### config.mk
export PLATFORM = sky130hd
export DESIGN_NAME = mem_access_unit
export DESIGN_NICKNAME = d
export VERILOG_FILES = /design/src/rtl/mem_access_unit.sv
export SDC_FILE = /design/constraint.sdc
export NUM_CORES = 1
export LEC_CHECK = 0
export ABC_AREA = 1
export CAP_MARGIN = 20
export CORE_ASPECT_RATIO = 1.1
export CORE_MARGIN = 3
export CORE_UTILIZATION = 45
export CTS_BUF_LIST = sky130_fd_sc_hd__clkbuf_2
export DETAILED_ROUTE_END_ITERATION = 12
export DONT_BUFFER_PORTS = 1
export PLACE_DENSITY = 0.6
export SYNTH_ARGS = -nofsm -noshare
export SYNTH_HDL_FRONTEND = slang
export SYNTH_SLANG_ARGS = --single-unit
### constraint.sdc
create_clock -name clk -period 1.2 [get_ports clk]
set_input_delay 0.06 -clock clk [delete_from_list [all_inputs] [get_ports clk]]
set_output_delay 0.06 -clock clk [all_outputs]
set_load 0.03 [all_outputs]
### src/rtl/mem_access_unit.sv
// Data-memory access unit: formats stores onto a word bus, formats loads back, and stalls the pipe for the handshake.
// Optional feature DMEM_TIMEOUT_EN: abandon an access after 255 unacknowledged WAIT cycles and flag BusErrM.
`timescale 1ns/1ps
module mem_access_unit (
  input  logic        clk,
  input  logic        rst,
  input  logic        MemReadM,
  input  logic        MemWriteM,
  input  logic [1:0]  MemSizeM,
  input  logic        MemSignedM,
  input  logic [31:0] ALUOutM,
  input  logic [31:0] WriteDataM,
  output logic [31:0] ReadDataM,
  output logic        StallM,
  output logic        MisalignM,
  output logic        BusErrM,
  output logic        dmem_req,
  output logic        dmem_we,
  output logic [31:0] dmem_addr,
  output logic [31:0] dmem_wdata,
  output logic [3:0]  dmem_be,
  input  logic        dmem_ack,
  input  logic [31:0] dmem_rdata
);

  localparam int unsigned XLEN = 32;
  localparam int unsigned BEW  = 4;

  typedef enum logic [1:0] {S_IDLE = 2'd0, S_WAIT = 2'd1, S_DONE = 2'd2} state_e;

  state_e            state_q, state_d;
  logic [XLEN-1:0]   addr_q, addr_d;
  logic [XLEN-1:0]   wdata_q, wdata_d;
  logic [XLEN-1:0]   rdata_q, rdata_d;
  logic [1:0]        size_q, size_d;
  logic              sign_q, sign_d;
  logic              we_q, we_d;
  logic [BEW-1:0]    be_q, be_d;

  logic              is_word, is_half, aligned, access, misalign_c;
  logic [BEW-1:0]    be_fmt;
  logic [XLEN-1:0]   wdata_fmt, rd_sh, load_fmt;

`ifdef DMEM_TIMEOUT_EN
  localparam int unsigned CNTW = 8;
  localparam logic [CNTW-1:0]  TIMEOUT_LAST = CNTW'(254);
  localparam logic [XLEN-1:0]  BUS_ERR_DATA = 32'hDEAD_BEEF;
  logic [CNTW-1:0]   cnt_q, cnt_d;
  logic              buserr_q, buserr_d;
`endif

  // Request decode and store-lane formatting from the live instruction
  always_comb begin
    is_word    = MemSizeM[1];
    is_half    = (MemSizeM == 2'b01);
    aligned    = is_word ? (ALUOutM[1:0] == 2'b00) : (is_half ? ~ALUOutM[0] : 1'b1);
    access     = (MemReadM | MemWriteM) & aligned;
    misalign_c = (MemReadM | MemWriteM) & ~aligned;
    if (is_word) begin
      be_fmt    = 4'b1111;
      wdata_fmt = WriteDataM;
    end else if (is_half) begin
      be_fmt    = ALUOutM[1] ? 4'b1100 : 4'b0011;
      wdata_fmt = {2{WriteDataM[15:0]}};
    end else begin
      be_fmt    = BEW'(4'b0001 << ALUOutM[1:0]);
      wdata_fmt = {4{WriteDataM[7:0]}};
    end
  end

  // Load formatting from the latched lane, size and sign
  always_comb begin
    rd_sh = dmem_rdata >> {addr_q[1:0], 3'b000};
    if (size_q[1]) begin
      load_fmt = dmem_rdata;
    end else if (size_q[0]) begin
      load_fmt = {{16{sign_q & rd_sh[15]}}, rd_sh[15:0]};
    end else begin
      load_fmt = {{24{sign_q & rd_sh[7]}}, rd_sh[7:0]};
    end
  end

  always_ff @(posedge clk) begin
    if (!rst) begin
      state_q  <= S_IDLE;
      addr_q   <= '0;
      wdata_q  <= '0;
      rdata_q  <= '0;
      size_q   <= '0;
      sign_q   <= 1'b0;
      we_q     <= 1'b0;
      be_q     <= '0;
`ifdef DMEM_TIMEOUT_EN
      cnt_q    <= '0;
      buserr_q <= 1'b0;
`endif
    end else begin
      state_q  <= state_d;
      addr_q   <= addr_d;
      wdata_q  <= wdata_d;
      rdata_q  <= rdata_d;
      size_q   <= size_d;
      sign_q   <= sign_d;
      we_q     <= we_d;
      be_q     <= be_d;
`ifdef DMEM_TIMEOUT_EN
      cnt_q    <= cnt_d;
      buserr_q <= buserr_d;
`endif
    end
  end

  // Next state and latched-register updates
  always_comb begin
    state_d  = state_q;
    addr_d   = addr_q;
    wdata_d  = wdata_q;
    rdata_d  = rdata_q;
    size_d   = size_q;
    sign_d   = sign_q;
    we_d     = we_q;
    be_d     = be_q;
`ifdef DMEM_TIMEOUT_EN
    cnt_d    = cnt_q;
    buserr_d = 1'b0;
`endif
    case (state_q)
      S_IDLE: begin
        if (access) begin
          state_d = S_WAIT;
          addr_d  = ALUOutM;
          wdata_d = wdata_fmt;
          size_d  = MemSizeM;
          sign_d  = MemSignedM;
          we_d    = MemWriteM;
          be_d    = be_fmt;
`ifdef DMEM_TIMEOUT_EN
          cnt_d   = '0;
`endif
        end
      end
      S_WAIT: begin
        if (dmem_ack) begin
          state_d = S_DONE;
          if (!we_q) rdata_d = load_fmt;
        end
`ifdef DMEM_TIMEOUT_EN
        else if (cnt_q == TIMEOUT_LAST) begin
          state_d  = S_DONE;
          rdata_d  = BUS_ERR_DATA;
          buserr_d = 1'b1;
        end else begin
          cnt_d = cnt_q + CNTW'(1);
        end
`endif
      end
      S_DONE:  state_d = S_IDLE;
      default: state_d = S_IDLE;
    endcase
  end

  // Outputs; the handshake and stall are forced low while reset is asserted
  always_comb begin
    StallM     = rst & (((state_q == S_IDLE) & access) | (state_q == S_WAIT));
    MisalignM  = rst & (state_q == S_IDLE) & misalign_c;
    dmem_req   = rst & (state_q == S_WAIT);
    dmem_we    = rst & we_q;
    dmem_be    = rst ? be_q : '0;
    dmem_addr  = {addr_q[XLEN-1:2], 2'b00};
    dmem_wdata = wdata_q;
    ReadDataM  = rdata_q;
`ifdef DMEM_TIMEOUT_EN
    BusErrM    = buserr_q;
`else
    BusErrM    = 1'b0;
`endif
  end

endmodule

# [Yosys cells after proc, flatten, opt, wreduce, memory -nomap -nowiden]
# Index checks and enable logic that the tools add are counted.
[op_classes] bitwise=15 n_eq_ne=4 reduce_logical=5 mux=13 n_shift=2
[ops] cell="32-bit 2-to-1 mux" count=4
[ops] cell="32-bit by 5-bit >> shifter with 16-bit output" count=1
[ops] cell="4-bit 2-to-1 mux" count=4
[ops] cell="1-bit AND" count=10
[ops] cell="2-bit by 1-bit equality test with 1-bit output (second input constant)" count=2
[ops] cell="2-bit zero test" count=2
[ops] cell="2-bit 2-to-1 mux" count=2
[ops] cell="2-bit != test (second input constant)" count=2
[ops] cell="2-bit case mux with 2 select lines" count=1
[ops] cell="2-bit AND reduction" count=2
[ops] cell="1-bit by 2-bit << shifter with 4-bit output (first input constant)" count=1
[ops] cell="1-bit NOT" count=3
[ops] cell="3-bit AND reduction" count=1
[ops] cell="1-bit 2-to-1 mux" count=2
[ops] cell="1-bit OR" count=2
[totals] inputBits=104 regBits=106 output_inout_bits=105 wordCells=47

# [Depth between registers and ports, before layout]
[depth] word_depth=7 depth_mapped=9 depth_no_buf=8

# [Worst setup path before layout]
# No wires, ideal clock.
[synth_timing] kind="register -> output" startpoint="register state_q[1]" endpoint="output MisalignM" stages_incl_launch_ff=3 n_path_buf=0 t_required_ns=1.140 path_slack_ns=-0.350 arrival_time_ns=1.490 path_cell_list="dfxtp_1 or2_1 nor4_1"
[synth_between] elab_chain_cells=3
[synth_lines] item="from (decl)" line="31" rtl="state_e state_q, state_d;"
[synth_lines] item="from (signal assigned)" line="98" rtl="state_q <= state_d;"
[synth_lines] item="2-bit zero test" line="165" rtl="MisalignM = rst & (state_q == S_IDLE) & misalign_c;"
[synth_lines] item="1-bit AND (2 in series)" line="165"
[synth_lines] item="to (decl)" line="15" rtl="output logic MisalignM,"
# No other way between the ends.

# [Worst setup path in the final report]
[layout_timing] startpoint="register state_q[1]" endpoint="output StallM"
[layout_between] elab_chain_cells=4 elab_cells_between_ends=5 cone_classes="eq/ne (1); bitwise (3); reduce/logical (1)"
[layout_lines] item="2-bit zero test" line="164" rtl="StallM = rst & (((state_q == S_IDLE) & access) | (state_q == S_WAIT));"
[layout_lines] item="1-bit AND" line="164"
[layout_lines] item="1-bit OR (*)" line="164"
[layout_lines] item="1-bit AND (*)" line="164"
[layout_lines] item="to (decl)" line="14" rtl="output logic StallM,"
# Mark *: on every way between the ends. The rest lies on a longest branch, timed or not.

==> metrics.yaml <==
status: "complete, but fails checks"
violations: "hold timing, setup timing"
required_ns: 1.14
final_core_util_pct: 75.0
hold_ws_ns: -0.449
switchingPower_mw: 3.40
final_area_sq_um: 8220
power.internal_mw: 5.97
grt_usage_pct: 26.0
crit_fanout: 2
gp_congestion: 0.914
grt_max_degree: 76
wire_per_inst_um: 18.6
arrival_ns: 1.62
antenna_cells: 0
fmax_mhz: 597
top_layer: "met4"
drc: 0
die_w_um: 107
fin_ws_ns: -0.476
ir_worst_vdd_uv: 636
final_antenna_net_count: 0
yosysUniqueCellTypes: 33
relSlewSlack_pct: 54.9
drt_iter0_drc: 392
area_growth_pct: 61.8
worst_pin_slew_ns: 0.674
start_kind: "register"
wl_mm: 18.6
drive_gt1_share_pct: 54.5
fin_cells: 1000
rsz0062_at_grt: "true"
fin_nets: 953
grt_pass1_vias: 5204
cts_tree: "built"
portBuffers: 0
wl_met3_mm: 1.38
sw_frac_of_total_pct: 36.3
vias: 5491
hp-class: "primary input to register"
synthDominantCellAreaShare_pct: 41.8
regToRegSetupSlack_ns: -0.42
ctsHoldBuffers: 54
antenna_found_initial: 0
min_period_over_period_pct: 140
final_cell_mix: "104 x nand2_1, 102 x buf_6, 101 x dfxtp_2"
die_y_um: 117
synth_area_per_cell_sq_um: 7.21
p_clk_share_pct: 17.0
min_period_ns: 1.68
fin_skew_ns: 0.0416
synthCells: 704
power_mw: 9.38
synth.ff_latch_count: 106
power_frac_seq_pct: 44.1
final_common_cell: "nand2_1"
pwr-share-comb_pct: 38.9
num_rows: 40
clock_path_buffers: 2
wl_met1_mm: 7.20
drv_slew: 0
n_fill_cell: 742
cts.sinks: 106
endpoint_kind: "primary output"
cts_root_buf: "clkbuf_2"
cts.clk_slew.worst_paths_ns: 0.29
yosysSeqAreaShare_pct: 41.8
powerDensity_nw_per_um2: 1140
path_class: "register to primary output"
ys_warn_count: 0
finalHoldViolCount: 71
dr_wl_met2_mm: 9.30
synth_area_leaders: "dfxtp_1 42%, nand2_1 11%, o21ai_0 8.9%"
placed_cells: 898
grt_pass1_wl_mm: 26.5
synth_top_area_cell: "dfxtp_1"
cts_buffers: 9
dp_slack_ns: -0.185
start_util_pct: 46.3
p_leak_nw: 3.40
post_dp_cell_area_sq_um: 5800
ioPinCount: 209
hpwl_mm: 10.7
fin_setup_tns_ns: -28.07
drv_cap: 0
clock_latency_ns: 0.59
grt.overflow.total: 0
dieArea_sq_um: 12600
dr.pass1.iters: 5
viasPerCell: 5.49
synthesis.area_sq_um: 5080
htreeDepth: 3
finalSetupViolCount: 110
core_region_area_sq_um: 11000
-- cell families after synthesis --
kind of cell	after synthesis	share of synthesized area, %
buf+inv	110	12.3
flops	106	41.8
other cells	1	0.0738
compound gates	202	21.9
simple gates	285	23.9
-- synthesized netlist by cell type (all sizes together) --
master / number
clkinv: 2
nor4: 1
nand3: 44
nor3: 1
o21ai: 95
o211ai: 14
conb: 1
inv: 27
or2: 15
clkbuf: 19
dfxtp: 106
buf: 62
nor2: 72
a21oi: 91
nand2: 152
o22ai: 2
-- layout make-up --
type | instances | area [sq um] | share of cell area (%)
Clock inverter | 6 | 58.8 | 0.715
Multi-Input combinational cell | 491 | 3050 | 37.1
Timing Repair Buffer | 211 | 2460 | 30.0
Clock buffer | 9 | 45.0 | 0.548
Inverter | 29 | 149 | 1.81
Sequential cell | 106 | 2260 | 27.5
Timing Repair inverter | 1 | 11.3 | 0.137
Tap cell | 147 | 184 | 2.24
-- power groups by stage --
stage / Combinational [mW] / Clock, mW / Sequential, mW
floorplan: 1.53 / 0 / 4.34
global placement: 2.37 / 0 / 4.05
detailed placement: 2.41 / 0 / 4.06
CTS: 3.00 / 1.64 / 4.07
global route: 3.87 / 1.80 / 4.17
finish: 3.65 / 1.59 / 4.13
-- per-layer routing --
layer  up-vias  global-route usage [%]
li1       2582                       -
met1      2582                    31.6
met2       264                    43.9
met3        63                    7.15
met4         0                    9.03
met5         -                       0
-- state kept, by name (all words and copies together), names as in the netlist --
signal      cells
ReadDataM      32
addr_q         32
dmem_wdata     32
be_q            4
size_q          2
state_q         2
sign_q          1
we_q            1
-- repair_timing --
item                                    4_1_cts  5_1_grt
endpoints found under the setup margin      189      207
cloned                                        5        8
hold endpoints to repair                    106       71
pin swaps                                    32       55
setup buffers                                11       12
gates resized for setup                     242      223
-- worst paths after layout --
| check | start | end | depth (start not counted) |
|---|---|---|---|
| max | state_q[1] | StallM | 6 |
| min | rst | addr_q[0] | 2 |
| max reg2reg | state_q[1] | addr_q[14] | 10 |
| min reg2reg | be_q[3] | be_q[3] | 2 |
-- critical path: stages (launching register included) --
cell and delay [ns]:
dfxtp_2 0.38, or2_4 0.27, nor2_4 0.10, nand2_4 0.08
inv_8 0.08, nand2_8 0.05, nand2_8 0.09
No activity file was read; power rests on OpenSTA's default activity.
